$ cat src/rtl/tone_decoder_if.sv
// Signal bundle between a tone source/monitor and tone_decoder.
// The slave side is the decoder; the master side drives the tone and reads the result.
interface tone_decoder_if #(
    parameter int unsigned CNT_W = 8
);
    logic [15:0]      ticks_per_milli;
    logic             tone_in;
    logic [2:0]       note;
    logic             note_valid;
    logic             silent;
    logic [CNT_W-1:0] freq_count;
    logic             gate_done;
    logic [7:0]       led;

    modport master (
        output ticks_per_milli,
        output tone_in,
        input  note,
        input  note_valid,
        input  silent,
        input  freq_count,
        input  gate_done,
        input  led
    );

    modport slave (
        input  ticks_per_milli,
        input  tone_in,
        output note,
        output note_valid,
        output silent,
        output freq_count,
        output gate_done,
        output led
    );
endinterface

$ cat src/rtl/tone_decoder.sv
// Tone tuner: counts rising edges of tone_in over a 100 ms gate, bins the count to a note.
// Define TONE_DECODER_GLITCH_FILTER_EN to insert a 3-sample majority filter after the synchroniser.
module tone_decoder #(
    parameter int unsigned STABLE_GATES = 2,
    parameter int unsigned SILENCE_MAX  = 3,
    parameter int unsigned CNT_W        = 8
) (
    input logic           clk,
    input logic           rst,
    tone_decoder_if.slave bus
);
    localparam int unsigned RUN_W = $clog2(STABLE_GATES + 1) + 1;
    localparam logic [CNT_W-1:0] CNT_MAX = {CNT_W{1'b1}};

    typedef enum logic [1:0] {StSilent, StAcquire, StLocked, StOor} state_e;

    state_e           state_q, state_d;
    logic [RUN_W-1:0] run_q, run_d;
    logic [2:0]       note_q, note_d;
    logic [CNT_W-1:0] freq_count_q;
    logic             gate_done_q;

    logic             sync1_q, sync2_q, level, prev_q, edge_q;
    logic [15:0]      presc_q, tpm_eff;
    logic [6:0]       ms_q;
    logic             ms_tick, gate_end;
    logic [CNT_W-1:0] cnt_q;

    // Input path: synchroniser, optional majority filter, registered rising-edge detect.
`ifdef TONE_DECODER_GLITCH_FILTER_EN
    logic hist1_q, hist2_q, filt_q;

    always_ff @(posedge clk) begin
        if (rst) begin
            hist1_q <= 1'b0;
            hist2_q <= 1'b0;
            filt_q  <= 1'b0;
        end else begin
            hist1_q <= sync2_q;
            hist2_q <= hist1_q;
            filt_q  <= (sync2_q & hist1_q) | (sync2_q & hist2_q) | (hist1_q & hist2_q);
        end
    end

    assign level = filt_q;
`else
    assign level = sync2_q;
`endif

    always_ff @(posedge clk) begin
        if (rst) begin
            sync1_q <= 1'b0;
            sync2_q <= 1'b0;
            prev_q  <= 1'b0;
            edge_q  <= 1'b0;
        end else begin
            sync1_q <= bus.tone_in;
            sync2_q <= sync1_q;
            prev_q  <= level;
            edge_q  <= level & ~prev_q;
        end
    end

    // Millisecond prescaler; >= lets a lowered ticks_per_milli end the ms immediately.
    assign tpm_eff  = (bus.ticks_per_milli == 16'd0) ? 16'd1 : bus.ticks_per_milli;
    assign ms_tick  = (presc_q >= tpm_eff - 16'd1);
    assign gate_end = ms_tick && (ms_q == 7'd99);

    always_ff @(posedge clk) begin
        if (rst) begin
            presc_q <= '0;
            ms_q    <= '0;
            cnt_q   <= '0;
        end else begin
            presc_q <= ms_tick ? 16'd0 : presc_q + 16'd1;
            if (ms_tick) begin
                ms_q <= gate_end ? 7'd0 : ms_q + 7'd1;
            end
            // An edge arriving on the gate-end cycle belongs to the next gate.
            if (gate_end) begin
                cnt_q <= edge_q ? CNT_W'(1) : '0;
            end else if (edge_q && (cnt_q != CNT_MAX)) begin
                cnt_q <= cnt_q + CNT_W'(1);
            end
        end
    end

    // Note binning of the count being closed out.
    int unsigned cnt_val;
    logic        is_silence, in_bin;
    logic [2:0]  bin_idx;

    always_comb begin
        cnt_val    = 32'(cnt_q);
        is_silence = (cnt_val <= SILENCE_MAX);
        in_bin     = 1'b1;
        bin_idx    = 3'd0;
        if (cnt_val >= 24 && cnt_val <= 27)      bin_idx = 3'd0;
        else if (cnt_val >= 28 && cnt_val <= 31) bin_idx = 3'd1;
        else if (cnt_val >= 32 && cnt_val <= 33) bin_idx = 3'd2;
        else if (cnt_val >= 34 && cnt_val <= 36) bin_idx = 3'd3;
        else if (cnt_val >= 37 && cnt_val <= 41) bin_idx = 3'd4;
        else if (cnt_val >= 42 && cnt_val <= 46) bin_idx = 3'd5;
        else if (cnt_val >= 47 && cnt_val <= 50) bin_idx = 3'd6;
        else if (cnt_val >= 51 && cnt_val <= 56) bin_idx = 3'd7;
        else                                     in_bin  = 1'b0;
    end

    always_comb begin
        state_d = state_q;
        run_d   = run_q;
        note_d  = note_q;
        if (gate_end) begin
            if (is_silence) begin
                state_d = StSilent;
                run_d   = '0;
            end else if (!in_bin) begin
                state_d = StOor;
                run_d   = '0;
            end else begin
                note_d = bin_idx;
                if ((state_q == StAcquire) && (bin_idx == note_q)) begin
                    run_d = run_q + RUN_W'(1);
                    if (32'(run_d) >= STABLE_GATES) begin
                        state_d = StLocked;
                    end
                end else if (!((state_q == StLocked) && (bin_idx == note_q))) begin
                    run_d   = RUN_W'(1);
                    state_d = (STABLE_GATES <= 1) ? StLocked : StAcquire;
                end
            end
        end
    end

    always_ff @(posedge clk) begin
        if (rst) begin
            state_q      <= StSilent;
            run_q        <= '0;
            note_q       <= 3'd0;
            freq_count_q <= '0;
            gate_done_q  <= 1'b0;
        end else begin
            state_q     <= state_d;
            run_q       <= run_d;
            note_q      <= note_d;
            gate_done_q <= gate_end;
            if (gate_end) begin
                freq_count_q <= cnt_q;
            end
        end
    end

    // Flags and LED decode straight from registered state, so they change with gate_done.
    always_comb begin
        bus.led = 8'h00;
        unique case (state_q)
            StSilent:  bus.led = 8'h00;
            StAcquire: bus.led = 8'h40;
            StOor:     bus.led = 8'h40;
            StLocked: begin
                case (note_q)
                    3'd0:    bus.led = 8'h39;
                    3'd1:    bus.led = 8'h5E;
                    3'd2:    bus.led = 8'h79;
                    3'd3:    bus.led = 8'h71;
                    3'd4:    bus.led = 8'h3D;
                    3'd5:    bus.led = 8'h77;
                    3'd6:    bus.led = 8'h7C;
                    default: bus.led = 8'hB9;
                endcase
            end
            default:   bus.led = 8'h00;
        endcase
    end

    assign bus.note       = note_q;
    assign bus.note_valid = (state_q == StLocked);
    assign bus.silent     = (state_q == StSilent);
    assign bus.freq_count = freq_count_q;
    assign bus.gate_done  = gate_done_q;
endmodule
$ cat src/flat_wrapper.sv
// flat-port wrapper written by rule: the top's interface ports become plain ports
module tone_decoder_flat 
#(
    parameter int unsigned STABLE_GATES = 2,
    parameter int unsigned SILENCE_MAX  = 3,
    parameter int unsigned CNT_W        = 8
)
  (clk, rst, bus_ticks_per_milli, bus_tone_in, bus_note, bus_note_valid, bus_silent, bus_freq_count, bus_gate_done, bus_led);
  tone_decoder_if #(.CNT_W(CNT_W)) bus_i ();
  input logic clk;
  input logic rst;
  input wire logic [$bits(bus_i.ticks_per_milli)-1:0] bus_ticks_per_milli;
  input wire logic [$bits(bus_i.tone_in)-1:0] bus_tone_in;
  output wire logic [$bits(bus_i.note)-1:0] bus_note;
  output wire logic [$bits(bus_i.note_valid)-1:0] bus_note_valid;
  output wire logic [$bits(bus_i.silent)-1:0] bus_silent;
  output wire logic [$bits(bus_i.freq_count)-1:0] bus_freq_count;
  output wire logic [$bits(bus_i.gate_done)-1:0] bus_gate_done;
  output wire logic [$bits(bus_i.led)-1:0] bus_led;
  assign bus_i.ticks_per_milli = bus_ticks_per_milli;
  assign bus_i.tone_in = bus_tone_in;
  assign bus_note = bus_i.note;
  assign bus_note_valid = bus_i.note_valid;
  assign bus_silent = bus_i.silent;
  assign bus_freq_count = bus_i.freq_count;
  assign bus_gate_done = bus_i.gate_done;
  assign bus_led = bus_i.led;
  tone_decoder #(.STABLE_GATES(STABLE_GATES), .SILENCE_MAX(SILENCE_MAX), .CNT_W(CNT_W)) u_core (.clk(clk), .rst(rst), .bus(bus_i));
endmodule
$ cat config.mk
export PLATFORM = sky130hd
export DESIGN_NAME = tone_decoder_flat
export DESIGN_NICKNAME = d
export VERILOG_FILES = /design/src/rtl/tone_decoder_if.sv /design/src/rtl/tone_decoder.sv /design/src/flat_wrapper.sv
export SDC_FILE = /design/constraint.sdc
export NUM_CORES = 1
export LEC_CHECK = 0
export BUFFER_PORTS_ARGS = -buffer_cell sky130_fd_sc_hd__buf_4
export CORE_UTILIZATION = 25
export CTS_CLUSTER_SIZE = 28
export DETAILED_ROUTE_END_ITERATION = 8
export SYNTH_ARGS = -nofsm -noshare
export SYNTH_HDL_FRONTEND = slang
export SYNTH_SLANG_ARGS = --single-unit
$ cat constraint.sdc
create_clock -name clk -period 4.5 [get_ports clk]
set_input_delay 0.45 -clock clk [delete_from_list [all_inputs] [get_ports clk]]
set_output_delay 0.45 -clock clk [all_outputs]
set_load 0.005 [all_outputs]
Word-level counts from Yosys, hierarchy flattened
Cells that the tools add are included.

Bits in registers: 52. Input bits: 19. Output and inout bits: 22. Word-level logic and storage cells: 106.

$add $sub $neg: 5. $lt $le $gt $ge: 19. Eq/ne operators: 14. Mux-type cells: 32. Bitwise gates (word level): 3. Reductions and logical operators: 21.

Operator list (number): case mux 8 bit (7 select lines) (1); greater-or-equal comparator 8 x 6 -> 1 bit, second input constant (6); less-or-equal comparator 8 x 6 -> 1 bit, second input constant (6); two-way mux 3 bit (12); case mux 8 bit (3 select lines) (1); adder 16 x 1 -> 16 bit, second input constant (1); greater-or-equal comparator 16 bit (1); greater-or-equal comparator 8 x 5 -> 1 bit, second input constant (2); less-or-equal comparator 8 x 5 -> 1 bit, second input constant (2); zero test 16 bit (1); two-way mux 16 bit (1); two-way mux 8 bit (2); subtractor 16 x 1 -> 16 bit, second input constant (1); logical AND 1 bit (12); two-way mux 2 bit (5); == test 3 bit, second input constant (3); two-way mux 1 bit (9); adder 8 x 1 -> 8 bit, second input constant (1); less-or-equal comparator 8 x 2 -> 1 bit, second input constant (1); != test 4 x 3 -> 1 bit, second input constant (2); != test 8 bit, second input constant (1); adder 7 x 1 -> 7 bit, second input constant (1); == test 7 bit, second input constant (1); two-way mux 7 bit (1); 15 further kinds (20).

Logic depth before layout (Yosys ltp)
Word-level depth: 16. Gate-level depth with buffers: 22.

Worst setup path after synthesis
No wires, ideal clock.

Path kind: input -> register. Start point: in bus_ticks_per_milli[9]. End point: reg u_core.state_q[1]. Library setup time: 0.101 ns. Data arrival time: 3.746 ns. Path slack: 0.653 ns. Stages: 20. Buffers on the path: 3. Path through: nor2_1 -> nand2_1 -> nor4_1 -> nand3b_1 -> nor4_1 -> nor2_1 -> ha_1 -> nand2_1 -> nor3_1 -> xnor2_1 -> ha_1 -> a21o_1 -> a221o_1 -> a21o_1 -> clkbuf_1 -> nand2b_1 -> clkbuf_1 -> clkbuf_1 -> o21ai_0 -> o41ai_1.

Cells in the longest elaborated chain, start to end: 6.

RTL lines: start: declaration (line flat_wrapper.sv:12) `input wire logic [$bits(bus_i.ticks_per_milli)-1:0] bus_ticks_per_milli;`; zero test 16 bit (line tone_decoder.sv:65) `assign tpm_eff = (bus.ticks_per_milli == 16'd0) ? 16'd1 : bus.ticks_per_milli;`; two-way mux 16 bit (*) (line tone_decoder.sv:65); subtractor 16 x 1 -> 16 bit (*) (line tone_decoder.sv:66) `assign ms_tick = (presc_q >= tpm_eff - 16'd1);`; greater-or-equal comparator 16 bit (*) (line tone_decoder.sv:66); logical AND 1 bit (*) (line tone_decoder.sv:67) `assign gate_end = ms_tick && (ms_q == 7'd99);`; AND reduction 3 bit (no source line) (*); end signal: assignment (line tone_decoder.sv:137) `state_q <= StSilent;`; end signal: assignment (line tone_decoder.sv:143) `state_q <= state_d;`; end: declaration (line tone_decoder.sv:17) `state_e state_q, state_d;`.

Mark *: on every way between the ends. The rest lies on a longest branch, timed or not. A chain may end at the register's enable or synchronous reset.

Final worst setup path
Start point: in bus_ticks_per_milli[9]. End point: reg u_core.ms_q[6].

Cells in the longest elaborated chain, start to end: 6.

RTL lines: zero test 16 bit (line tone_decoder.sv:65); two-way mux 16 bit (*) (line tone_decoder.sv:65); subtractor 16 x 1 -> 16 bit (*) (line tone_decoder.sv:66); greater-or-equal comparator 16 bit (*) (line tone_decoder.sv:66); logical AND 1 bit (line tone_decoder.sv:67); two-way mux 7 bit (line tone_decoder.sv:77) `ms_q <= gate_end ? 7'd0 : ms_q + 7'd1;`; end signal: assignment (line tone_decoder.sv:77); end: declaration (line tone_decoder.sv:25) `logic [6:0] ms_q;`.

Marks and branches as above.

==> key figures <==
Status
  – Status: completed

CTS
  – CTS buffer count: 5
  – Clock Latency Late Sink: 0.29 ns
  – Root Driver: clkbuf_16
  – Clk sink count: 52
  – H-Tree Depth: 2
  – Post-CTS Repair Setup Buffers: 0
  – Clk buf depth: 2
  – Reg clk slew, reported paths: 0.07 ns
  – Hold_buf cts: 0
  – CTS tree: built
  – Post-CTS Resized: 0

STA
  – Post-route setup slack: 0.4996 ns
  – Skew final: 0.006043 ns
  – Part of the cycle the worst path needs: 0.8890
  – Setup TNS: 0 ns
  – Slew @ Worst Pin: 0.6735 ns
  – Setup violations, final: 0
  – Final Hold Fails: 0
  – Fmax: 250.0 MHz
  – RSZ-0062 raised after global routing: no
  – Worst rel slew slack: 0.5473
  – Post-layout min period: 4.000 ns
  – Slew Limit Fails: 0

Die
  – I/O pins: 41
  – CORE AREA: 0.01282 sq mm
  – Chip height: 117.4 um
  – Starting density of the core: 0.2596
  – # rows: 41
  – Die width: 117.4 um
  – Die ar.: 0.01378 sq mm

Min path
  – Min-delay src: bus_tone_in
  – Worst hold stages: 2
  – Hold Path Class: in2reg
  – Endpoint, Worst Hold: u_core.sync1_q

Worst setup path
  – Crit. End Element: register
  – Reg2reg setup slack: 1.43 ns
  – Startpoint types: primary input
  – CP max FO: 14
  – Crit path cell chain: buf_4 -> nor2_1 -> nand2_1 -> nor4_1 -> nand3b_1 -> nor4_1 -> nor2_1 -> ha_1 -> and3_1 -> nand2_1 -> xor2_1 -> ha_1 -> a21o_1 -> a21oi_1 -> o21ai_0 -> a21o_1 -> nand2b_1 -> buf_4 -> nand2b_1 -> nor2_1
  – Top delay family on crit path: simple AND/OR/NAND/NOR gates
  – Reg2reg end: u_core.state_q[0]
  – WS Path Type: in2reg
  – WP buf/inv: 2
  – Worst r2r src: u_core.cnt_q[1]
  – Slowest-stage cell, CP: nor4_1
  – Cell mode on critical path: nor2_1
  – Critical Path RT: 4.72 ns
  – Critical path's largest stage delay: 0.31 ns
  – CP arrival: 4.22 ns
  – Reg2reg path depth: 11

Route
  – Final WL: 7.122 mm
  – Final ANT Viol Nets: 0
  – DRT iter0 DRCs: 180
  – Via count: 2945
  – First-pass iteration count of the detailed router: 5
  – Drc violations: 0
  – Drt wl/cell: 11.47 um
  – DR vias/cell: 4.742

Yosys
  – YS warnings: 0
  – Largest family of logic cells by synthesized area: simple AND/OR/NAND/NOR gates
  – Post-synthesis mux area share: 0.009395
  – Yosys reg bits: 52
  – Post-synth EDFFs: 0
  – Synth Area in XOR/XNOR: 0.1052
  – Mapped Area: 0.003329 sq mm
  – Sequential area share after synthesis: 0.3127
  – Syn_area_per_cell: 7.890 sq um
  – Primary FF master, synth: dfxtp_1
  – Synth area leader: dfxtp_1
  – Top cell type's share of synthesized area: 0.3127
  – Largest cells by area after synthesis: dfxtp_1 31%, ha_1 9.4%, nor2_1 6.8%
  – Post-Synth Adder-Cell Area: 0.09395
  – Asr flop ratio synth: 0
  – Post-synthesis simple-gate area fraction: 0.2991
  – Compound-gate portion of the synthesized area: 0.1289
  – Syn_nets: 466
  – Mapped Cells: 422
  – Synth cell types: 54

Global routing
  – Initial antenna violation count: 0
  – Grt ovf: 0
  – Largest net degree at the start of global routing: 25
  – GRT Util Overall: 0.1046
  – First-pass GRT wire length: 12.22 mm
  – Vias in the first global route: 2671

Placed design
  – DP Wirelength: 5.388 mm
  – Pre-CTS worst setup slack: 0.1691 ns
  – Final RePlAce weighted congestion: 0.8150
  – # port buffers: 40

Run
  – MaxCap Viol Count: 0

Cells and area
  – Fillers: 1364
  – Commonest non-fill, non-tap cell in the layout: nor2_1
  – ANT cells: 0
  – Post-synthesis to final-layout area growth: 16.91%
  – Final net count: 493
  – Commonest non-fill, non-tap cells in the layout: 60 x nor2_1, 52 x dfxtp_1, 43 x buf_4, 42 x nand2_1, 25 x ha_1
  – Layout cells sized above 1: 0.1314

Power
  – Pleak: 1.523 nW
  – Worst IR drop on VDD: 0.1573 mV
  – Power Density: 229.7 mW/mm^2
[flip-flops by register name (all words and copies together), names as in the netlist]
name	count
u_core.state_q	2
u_core.edge_q	1
u_core.bus.freq_count	8
u_core.level	1
u_core.cnt_q	8
u_core.prev_q	1
u_core.bus.gate_done	1
u_core.run_q	3
u_core.presc_q	16
u_core.sync1_q	1
u_core.bus.note	3
u_core.ms_q	7
[cells in the mapped netlist, drive strengths merged (3+ instances only)]
master  number
nand4        9
nand4b       3
o211ai       3
xor2        21
a211oi       3
nor3        12
o21ai       15
nor2        60
a21o         7
dfxtp       52
nand2b      11
ha          25
buf          9
nor4         7
nand3       19
xnor2       19
nor2b       11
a21oi       23
and3         8
or3          3
nand2       43
a31oi        3
inv         15
clkbuf      14
[power by group]
group          switching, mW  total, mW  internal [mW]
clock                  0.164      0.366          0.202
sequential           0.00400      0.468          0.464
combinational         0.0314     0.0600         0.0286
total                  0.199      0.894          0.695
[how the worst max path moves through the flow]
stage / startpoint / end / slack, ns / cells after the start
global route: bus_ticks_per_milli[9] / u_core.ms_q[6] / 0.06 / 20
floorplan: bus_ticks_per_milli[9] / u_core.state_q[1] / 0.65 / 20
global placement: bus_ticks_per_milli[9] / u_core.state_q[0] / 0.30 / 18
CTS: bus_ticks_per_milli[9] / u_core.cnt_q[5] / 0.46 / 20
detailed placement: bus_ticks_per_milli[9] / u_core.ms_q[6] / 0.17 / 20
finish: bus_ticks_per_milli[9] / u_core.ms_q[6] / 0.50 / 20
[area by class of cell]
| cell class | instances | area [sq um] | share of cell area |
|---|---|---|---|
| Clock buffer | 5 | 125.1 | 0.03214 |
| Multi-Input combinational cell | 332 | 2120 | 0.5445 |
| Inverter | 15 | 56.30 | 0.01446 |
| Clock inverter | 2 | 12.51 | 0.003214 |
| Sequential cell | 52 | 1041 | 0.2674 |
| Tap cell | 172 | 215.2 | 0.05529 |
| Timing Repair Buffer | 43 | 322.8 | 0.08293 |
[worst reg2reg max path, stage by stage, from the launching register on]
cell and delay, ns:
dfxtp_1 0.52, inv_1 0.16, ha_1 0.24, nor2b_1 0.12, o22ai_1 0.08, o21ai_0 0.27, a21boi_1 0.28, mux2_2 0.38
nand4b_1 0.18, nor3_2 0.09, or4_1 0.53, a31oi_1 0.16
[cells by family after synthesis]
logic type / after synthesis
simple gates: 196
compound gates: 68
flops: 52
xor+xnor: 40
buf+inv: 38
fa+ha+maj: 25
mux: 3
[per-layer routing]
layer	GRT usage	vias up	share of wire
li1	-	1522	-
met1	0.1373	1364	0.50
met2	0.1683	53	0.44
met3	0.02140	6	0.041
met4	0.03815	0	0.013
met5	0	-	0
[through the flow]
stage | cells | area (sq um) | util | hold slack (ns) | power [mW]
finish | 621 | 3892 | 0.3035 | 0.3749 | 0.8942
global route | 621 | 3892 | 0.3035 | 0.3938 | 0.9334
CTS | 621 | 3892 | 0.3035 | 0.3740 | 0.9059
global placement | 614 | 3755 | 0.2928 | 0.3722 | 0.5376
detailed placement | 614 | 3755 | 0.2928 | 0.3828 | 0.5392
floorplan | 422 | 3329 | - | 0.3674 | 0.5135
(Power assumes the default switching activity.)
